### src/rtl/mmio_io_pkg.sv
// Shared definitions for the MMIO peripheral: register indices, segment type
// and the hex-to-seven-segment lookup.
package mmio_io_pkg;

  localparam logic [2:0] IDX_SW        = 3'd0;
  localparam logic [2:0] IDX_LED       = 3'd1;
  localparam logic [2:0] IDX_SEG_DATA  = 3'd2;
  localparam logic [2:0] IDX_SEG_BLANK = 3'd3;
  localparam logic [2:0] IDX_SW_EDGE   = 3'd4;

  typedef logic [7:0] seg_t;

  // Segment order {dp,g,f,e,d,c,b,a}, active-low, decimal point off.
  function automatic seg_t hex7(input logic [3:0] v);
    seg_t s;
    case (v)
      4'h0:    s = 8'hC0;
      4'h1:    s = 8'hF9;
      4'h2:    s = 8'hA4;
      4'h3:    s = 8'hB0;
      4'h4:    s = 8'h99;
      4'h5:    s = 8'h92;
      4'h6:    s = 8'h82;
      4'h7:    s = 8'hF8;
      4'h8:    s = 8'h80;
      4'h9:    s = 8'h90;
      4'hA:    s = 8'h88;
      4'hB:    s = 8'h83;
      4'hC:    s = 8'hC6;
      4'hD:    s = 8'hA1;
      4'hE:    s = 8'h86;
      default: s = 8'h8E;
    endcase
    return s;
  endfunction

endpackage

### src/rtl/mmio_seg_scan.sv
// Multiplexed seven-segment scanner: dwell counter, current digit index and
// registered segment/enable outputs.
module mmio_seg_scan
  import mmio_io_pkg::*;
#(
  parameter int unsigned NDIG      = 8,
  parameter int unsigned SCAN_LOG2 = 14
) (
  input  logic                  clk,
  input  logic                  reset,
  input  logic [4*NDIG-1:0]     seg_data,
  input  logic [NDIG-1:0]       seg_blank,
  output logic [7:0]            seg,
  output logic [NDIG-1:0]       dig_en
);

  localparam int unsigned IDXW = (NDIG > 1) ? $clog2(NDIG) : 1;

  logic [SCAN_LOG2-1:0] scan_cnt_q, scan_cnt_d;
  logic [IDXW-1:0]      dig_idx_q, dig_idx_d;
  seg_t                 seg_q, seg_d;
  logic [NDIG-1:0]      dig_en_q, dig_en_d;

  always_comb begin
    scan_cnt_d = scan_cnt_q + 1'b1;
    dig_idx_d  = dig_idx_q;
    if (scan_cnt_q == '1) begin
      if (dig_idx_q == IDXW'(NDIG - 1))
        dig_idx_d = '0;
      else
        dig_idx_d = dig_idx_q + 1'b1;
    end

    // Segments and enable are registered from the same digit index so the
    // pattern and the active digit always change on the same edge.
    seg_d    = 8'hFF;
    dig_en_d = '1;
    for (int unsigned i = 0; i < NDIG; i++) begin
      if (dig_idx_q == IDXW'(i) && !seg_blank[i]) begin
        dig_en_d[i] = 1'b0;
        seg_d       = hex7(seg_data[4*i +: 4]);
      end
    end
  end

  always_ff @(posedge clk or negedge reset) begin
    if (!reset) begin
      scan_cnt_q <= '0;
      dig_idx_q  <= '0;
      seg_q      <= 8'hFF;
      dig_en_q   <= '1;
    end else begin
      scan_cnt_q <= scan_cnt_d;
      dig_idx_q  <= dig_idx_d;
      seg_q      <= seg_d;
      dig_en_q   <= dig_en_d;
    end
  end

  assign seg    = seg_q;
  assign dig_en = dig_en_q;

endmodule

### src/rtl/mmio_io_ctrl.sv
// Memory-mapped I/O block: address decode, LED/display registers, debounced
// switch input with sticky change flags, and the display scanner.
module mmio_io_ctrl
  import mmio_io_pkg::*;
#(
  parameter int unsigned N         = 64,
  parameter logic [N-1:0] BASE_ADDR = 'h8000,
  parameter int unsigned SW_W      = 16,
  parameter int unsigned LED_W     = 16,
  parameter int unsigned NDIG      = 8,
  parameter int unsigned DEB_LOG2  = 16,
  parameter int unsigned SCAN_LOG2 = 14
) (
  input  logic              clk,
  input  logic              reset,
  input  logic [N-1:0]      addr,
  input  logic [N-1:0]      writeData,
  input  logic              memWrite,
  input  logic              memRead,
  output logic [N-1:0]      readData,
  output logic              io_hit,
  input  logic [SW_W-1:0]   i_sw,
  output logic [LED_W-1:0]  o_led,
  output logic [7:0]        seg,
  output logic [NDIG-1:0]   dig_en
);

  logic       in_win;
  logic [2:0] idx;
  logic       wr_en;

  logic [LED_W-1:0]    led_q, led_d;
  logic [4*NDIG-1:0]   seg_data_q, seg_data_d;
  logic [NDIG-1:0]     seg_blank_q, seg_blank_d;
  logic [SW_W-1:0]     sw_edge_q, sw_edge_d;
  logic [SW_W-1:0]     sync1_q, sync1_d;
  logic [SW_W-1:0]     sw_s_q, sw_s_d;
  logic [SW_W-1:0]     samp_q, samp_d;
  logic [SW_W-1:0]     deb_q, deb_d;
  logic [DEB_LOG2-1:0] deb_cnt_q, deb_cnt_d;
  logic                tick;
  logic [SW_W-1:0]     clr_mask;

  logic unused_bits;
  assign unused_bits = ^{addr[2:0], writeData};

  assign in_win = (addr[N-1:6] == BASE_ADDR[N-1:6]);
  assign idx    = addr[5:3];
  assign wr_en  = memWrite & in_win;
  assign io_hit = in_win & (memRead | memWrite);
  assign tick   = (deb_cnt_q == '0);

  always_comb begin
    led_d       = led_q;
    seg_data_d  = seg_data_q;
    seg_blank_d = seg_blank_q;
    clr_mask    = '0;
    if (wr_en) begin
      case (idx)
        IDX_LED:       led_d       = writeData[LED_W-1:0];
        IDX_SEG_DATA:  seg_data_d  = writeData[4*NDIG-1:0];
        IDX_SEG_BLANK: seg_blank_d = writeData[NDIG-1:0];
        IDX_SW_EDGE:   clr_mask    = writeData[SW_W-1:0];
        default:       ;
      endcase
    end

    sync1_d   = i_sw;
    sw_s_d    = sync1_q;
    deb_cnt_d = deb_cnt_q + 1'b1;
    samp_d    = samp_q;
    deb_d     = deb_q;
    // A bit is accepted only if it matched the previous tick's sample.
    if (tick) begin
      samp_d = sw_s_q;
      for (int unsigned i = 0; i < SW_W; i++) begin
        if (sw_s_q[i] == samp_q[i])
          deb_d[i] = sw_s_q[i];
      end
    end

    // Set has priority over a same-cycle write-1-to-clear.
    sw_edge_d = (sw_edge_q & ~clr_mask) | (deb_d ^ deb_q);
  end

  always_ff @(posedge clk or negedge reset) begin
    if (!reset) begin
      led_q       <= '0;
      seg_data_q  <= '0;
      seg_blank_q <= '1;
      sw_edge_q   <= '0;
      sync1_q     <= '0;
      sw_s_q      <= '0;
      samp_q      <= '0;
      deb_q       <= '0;
      deb_cnt_q   <= '0;
    end else begin
      led_q       <= led_d;
      seg_data_q  <= seg_data_d;
      seg_blank_q <= seg_blank_d;
      sw_edge_q   <= sw_edge_d;
      sync1_q     <= sync1_d;
      sw_s_q      <= sw_s_d;
      samp_q      <= samp_d;
      deb_q       <= deb_d;
      deb_cnt_q   <= deb_cnt_d;
    end
  end

  always_comb begin
    readData = '0;
    if (in_win) begin
      case (idx)
        IDX_SW:        readData[SW_W-1:0]   = deb_q;
        IDX_LED:       readData[LED_W-1:0]  = led_q;
        IDX_SEG_DATA:  readData[4*NDIG-1:0] = seg_data_q;
        IDX_SEG_BLANK: readData[NDIG-1:0]   = seg_blank_q;
        IDX_SW_EDGE:   readData[SW_W-1:0]   = sw_edge_q;
        default:       readData = '0;
      endcase
    end
  end

  assign o_led = led_q;

  mmio_seg_scan #(
    .NDIG      (NDIG),
    .SCAN_LOG2 (SCAN_LOG2)
  ) u_scan (
    .clk       (clk),
    .reset     (reset),
    .seg_data  (seg_data_q),
    .seg_blank (seg_blank_q),
    .seg       (seg),
    .dig_en    (dig_en)
  );

endmodule
### config.mk
export PLATFORM = sky130hd
export DESIGN_NAME = mmio_io_ctrl
export DESIGN_NICKNAME = d
export VERILOG_FILES = /design/src/rtl/mmio_io_pkg.sv /design/src/rtl/mmio_seg_scan.sv /design/src/rtl/mmio_io_ctrl.sv
export SDC_FILE = /design/constraint.sdc
export NUM_CORES = 1
export LEC_CHECK = 0
export ABC_CLOCK_PERIOD_IN_PS = 2700
export BUFFER_PORTS_ARGS = -buffer_cell sky130_fd_sc_hd__buf_2
export CORE_ASPECT_RATIO = 0.6
export CORE_UTILIZATION = 55
export DETAILED_ROUTE_END_ITERATION = 6
export PLACE_DENSITY = 0.83
export SYNTH_ARGS = -nofsm -noshare
export SYNTH_HDL_FRONTEND = slang
export SYNTH_SLANG_ARGS = --single-unit
### constraint.sdc
create_clock -name clk -period 2.7 [get_ports clk]
set_input_delay 0.405 -clock clk [delete_from_list [all_inputs] [get_ports clk]]
set_output_delay 0.405 -clock clk [all_outputs]
set_load 0.03 [all_outputs]
==> run_results.csv <==
group,metric,value,unit
floorplan,die-area,19900,µm²
power_and_ir_drop,finalPower,0.00567,W
worst_setup_path,crit_path_frequent_cell,"buf_2",
routing,post_drt_wl_per_cell,18.5,µm
global_route,grt.overflow.total,0,
synthesis,yosysTopAreaCell,"dfrtp_1",
final_layout,areaGrowthSynthToFinish,16.7,%
cts,clock-root-buffer,"clkbuf_16",
cts,cts_tree,"done",
floorplan,chipHeight,110,µm
synthesis,synth.avg_cell_area,9.94,µm²
timing,max_freq,382,MHz
placed_design,globalplace.congestion,0.927,
floorplan,die_w,181,µm
floorplan,initial_core_util,57.4,%
routing,wl_met2,12500,µm
routing,vias,8792,
synthesis,yosysSeqAreaShare,43.6,%
placed_design,dpl_cell_area,11700,µm²
routing,routed.top_layer,"met4",
timing,finalSetupViolCount,0,
synthesis,syn-instance-count,1068,
worst_setup_path,path_class,"input pin to primary output",
worst_setup_path,cp_max_fo,8,
final_layout,fin_area,12400,µm²
worst_setup_path,end_kind,"primary output",
synthesis,ys_ff_latch,184,
placed_design,portBuffers,176,
synthesis,synth_area,10600,µm²
job,drv_cap,0,
outcome,outcome,"completed",
synthesis,synth-main-ff-cell,"dfrtp_1",
routing,vias_per_cell,5.90,
routing,routed-wl-met3,2520,µm
synthesis,ys_types,63,
timing,fin_crit_sh,96.9,%
timing,max_slew_margin,56.9,%
timing,final.min_clock_period,2.62,ns
worst_setup_path,cpPeakStageDelay,0.30,ns
synthesis,yosysWarnings,0,
timing,fin_worst_skew,0.0120,ns
cts,h-tree-depth,4,
routing,ant_nets,0,
global_route,grt_max_degree,65,
routing,first_pass_iters,5,
final_layout,antenna_cells,0,
power_and_ir_drop,p_per_area,458,nW/µm²
final_layout,nNetsFinal,1445,
floorplan,core_area,18500,µm²
worst_setup_path,critPathRequiredTime,2.30,ns
global_route,antenna_found_initial,0,
cts,cts.sinks,184,
global_route,grt_pass1_wl,42700,µm
timing,hold_viol_final,0,
worst_setup_path,cp-start-kind,"input pin",
placed_design,dp_cells,1456,
routing,drtIter0Drc,908,
timing,drv_slew,0,
final_layout,final_cells,1490,
power_and_ir_drop,p_leak,5.81,nW
synthesis,synth_edf_count,0,
global_route,track_usage,27.9,%
final_layout,utilization,67.0,%
routing,wl,27500,µm
worst_setup_path,crit_chain,"buf_2 -> nor4_2 -> nand4_1 -> nor4_4 -> buf_4 -> nand2_1 -> a21o_2 -> nor2_1 -> buf_2",
cts,clockBufferDepth,2,
timing,tightest_slew,0.646,ns
power_and_ir_drop,ir_drop,0.000409,V
final_layout,layout-drive-gt1-share,27.8,%
routing,post-route-drc-count,0,
floorplan,ioPinCount,245,
synthesis,yosys-top-cells-area,"dfrtp_1 (38%), ha_1 (7.1%), dfstp_2 (5.7%)",
hold_path,hold_class,"input pin to flop",
cts,clkLatencyLatePin,0.44,ns
global_route,grt_pass1_vias,8158,
placed_design,dp_hpwl,19900,µm
cts,cts_made_buffers,17,
routing,wl_met1,12100,µm
worst_setup_path,arrival,2.21,ns
worst_setup_path,slowest_stage,"nor4_4",
worst_setup_path,cp.buffers_inverters,3,
cts,clk_pin_slew,0.08,ns
floorplan,rows,38,
worst_setup_path,path_delay_family,"simple AND/OR/NAND/NOR gates",
synthesis,netlist.area_leader.share,38.0,%
synthesis,synth_async_sr_flop_share,100,%
-- per-layer routing --
layer	vias to the layer above	GRT usage, %
met4	0	7.81
met3	40	6.59
met2	421	43.6
li1	4047	-
met1	4284	38.9
met5	-	0
-- final timing paths --
path	start	to	slack (ns)	depth (start not counted)
worst max-delay path	addr[35]	readData[15]	0.08	9
worst min-delay path	i_sw[15]	sw_s_d[15]	0.06	1
worst max register to register	u_scan.dig_idx_q[0]	u_scan.seg[0]	0.27	8
worst min register to register	sw_s_d[4]	sw_s_q[4]	0.35	0
max in group asynchronous	reset	u_scan.dig_en[2]	1.48	3
min in group asynchronous	reset	sw_s_d[4]	0.48	2
-- cells in the mapped netlist, drive strengths merged, types with 4 or more instances --
master / count
dfrtp: 161
nand2: 121
nand3: 14
ha: 60
a21oi: 54
a22o: 17
dfstp: 23
a211oi: 12
mux2i: 29
a31oi: 14
o22ai: 6
xor2: 9
clkbuf: 42
inv: 47
nor4: 16
nand2b: 17
buf: 44
nor2: 63
nand4: 10
nor3b: 6
o211ai: 7
a22oi: 13
nor3: 8
xnor2: 17
nor2b: 7
o21ai: 103
a221oi: 12
and3: 21
or2: 4
mux2: 64
-- state kept, by name (all words and copies together) (netlist names), 14 cells and up --
name / cells
deb_cnt_q: 16
deb_q: 16
o_led: 16
samp_q: 16
seg_data_q: 32
sw_edge_q: 16
sw_s_d: 16
sw_s_q: 16
u_scan.scan_cnt_q: 14
-- logic make-up after synthesis --
group | synth area share (%)
AOI/OAI and AO/OA | 15.1
xor gates and xnor gates | 2.15
adders and majority gates | 7.07
buffers and inverters | 6.33
DFF | 43.6
muxes | 11.6
other | 0.0707
and+or+nand+nor | 14.0
-- power breakdown --
| part | leakage (nW) | internal [W] | switching [W] |
|---|---|---|---|
| Clock | 0.292 | 0.00133 | 0.00125 |
| Sequential | 2.39 | 0.00278 | 0.0000205 |
| Combinational | 3.14 | 0.0000866 | 0.000195 |
-- layout by cell type, fill, tap and decap left out, drive strengths merged, types with 4 or more instances in the layout --
| cell | count |
|---|---|
| a211oi | 12 |
| a21oi | 54 |
| a221oi | 12 |
| a22o | 17 |
| a22oi | 13 |
| a31oi | 14 |
| and3 | 21 |
| buf | 204 |
| clkbuf | 17 |
| clkinv | 8 |
| conb | 33 |
| dfrtp | 161 |
| dfstp | 23 |
| ha | 60 |
| inv | 54 |
| mux2 | 64 |
| mux2i | 29 |
| nand2 | 121 |
| nand2b | 17 |
| nand3 | 14 |
| nand4 | 10 |
| nor2 | 63 |
| nor2b | 7 |
| nor3 | 8 |
| nor3b | 6 |
| nor4 | 16 |
| o211ai | 7 |
| o21ai | 103 |
| o22ai | 6 |
| or2 | 4 |
| xnor2 | 17 |
| xor2 | 9 |
-- final cells by class --
class	instances	area, µm²
Clock buffer	17	425
Clock inverter	15	185
Fill cell	1424	6110
Inverter	50	188
Multi-Input combinational cell	779	5460
Sequential cell	184	4630
Tap cell	240	300
Timing Repair Buffer	205	1190
-- through the flow --
stage	hold slack [ns]	setup slack, ns	TNS (ns)
floorplan	0.109	0.130	0
finish	0.0625	0.0841	0
CTS	0.0507	0.00180	0
global placement	0.333	0.0207	0
detailed placement	0.335	-0.0103	-0.0103
global route	0.0401	-0.00158	-0.00158
-- what timing repair did --
action,4_1_cts,5_1_grt
gates resized for setup,2,11
setup buffers,0,1
hold buffers,1,0
pin swaps,2,1
endpoints found under the hold margin,43,0
setup endpoints to repair,2,13
No activity file was read; power rests on OpenSTA's default activity.
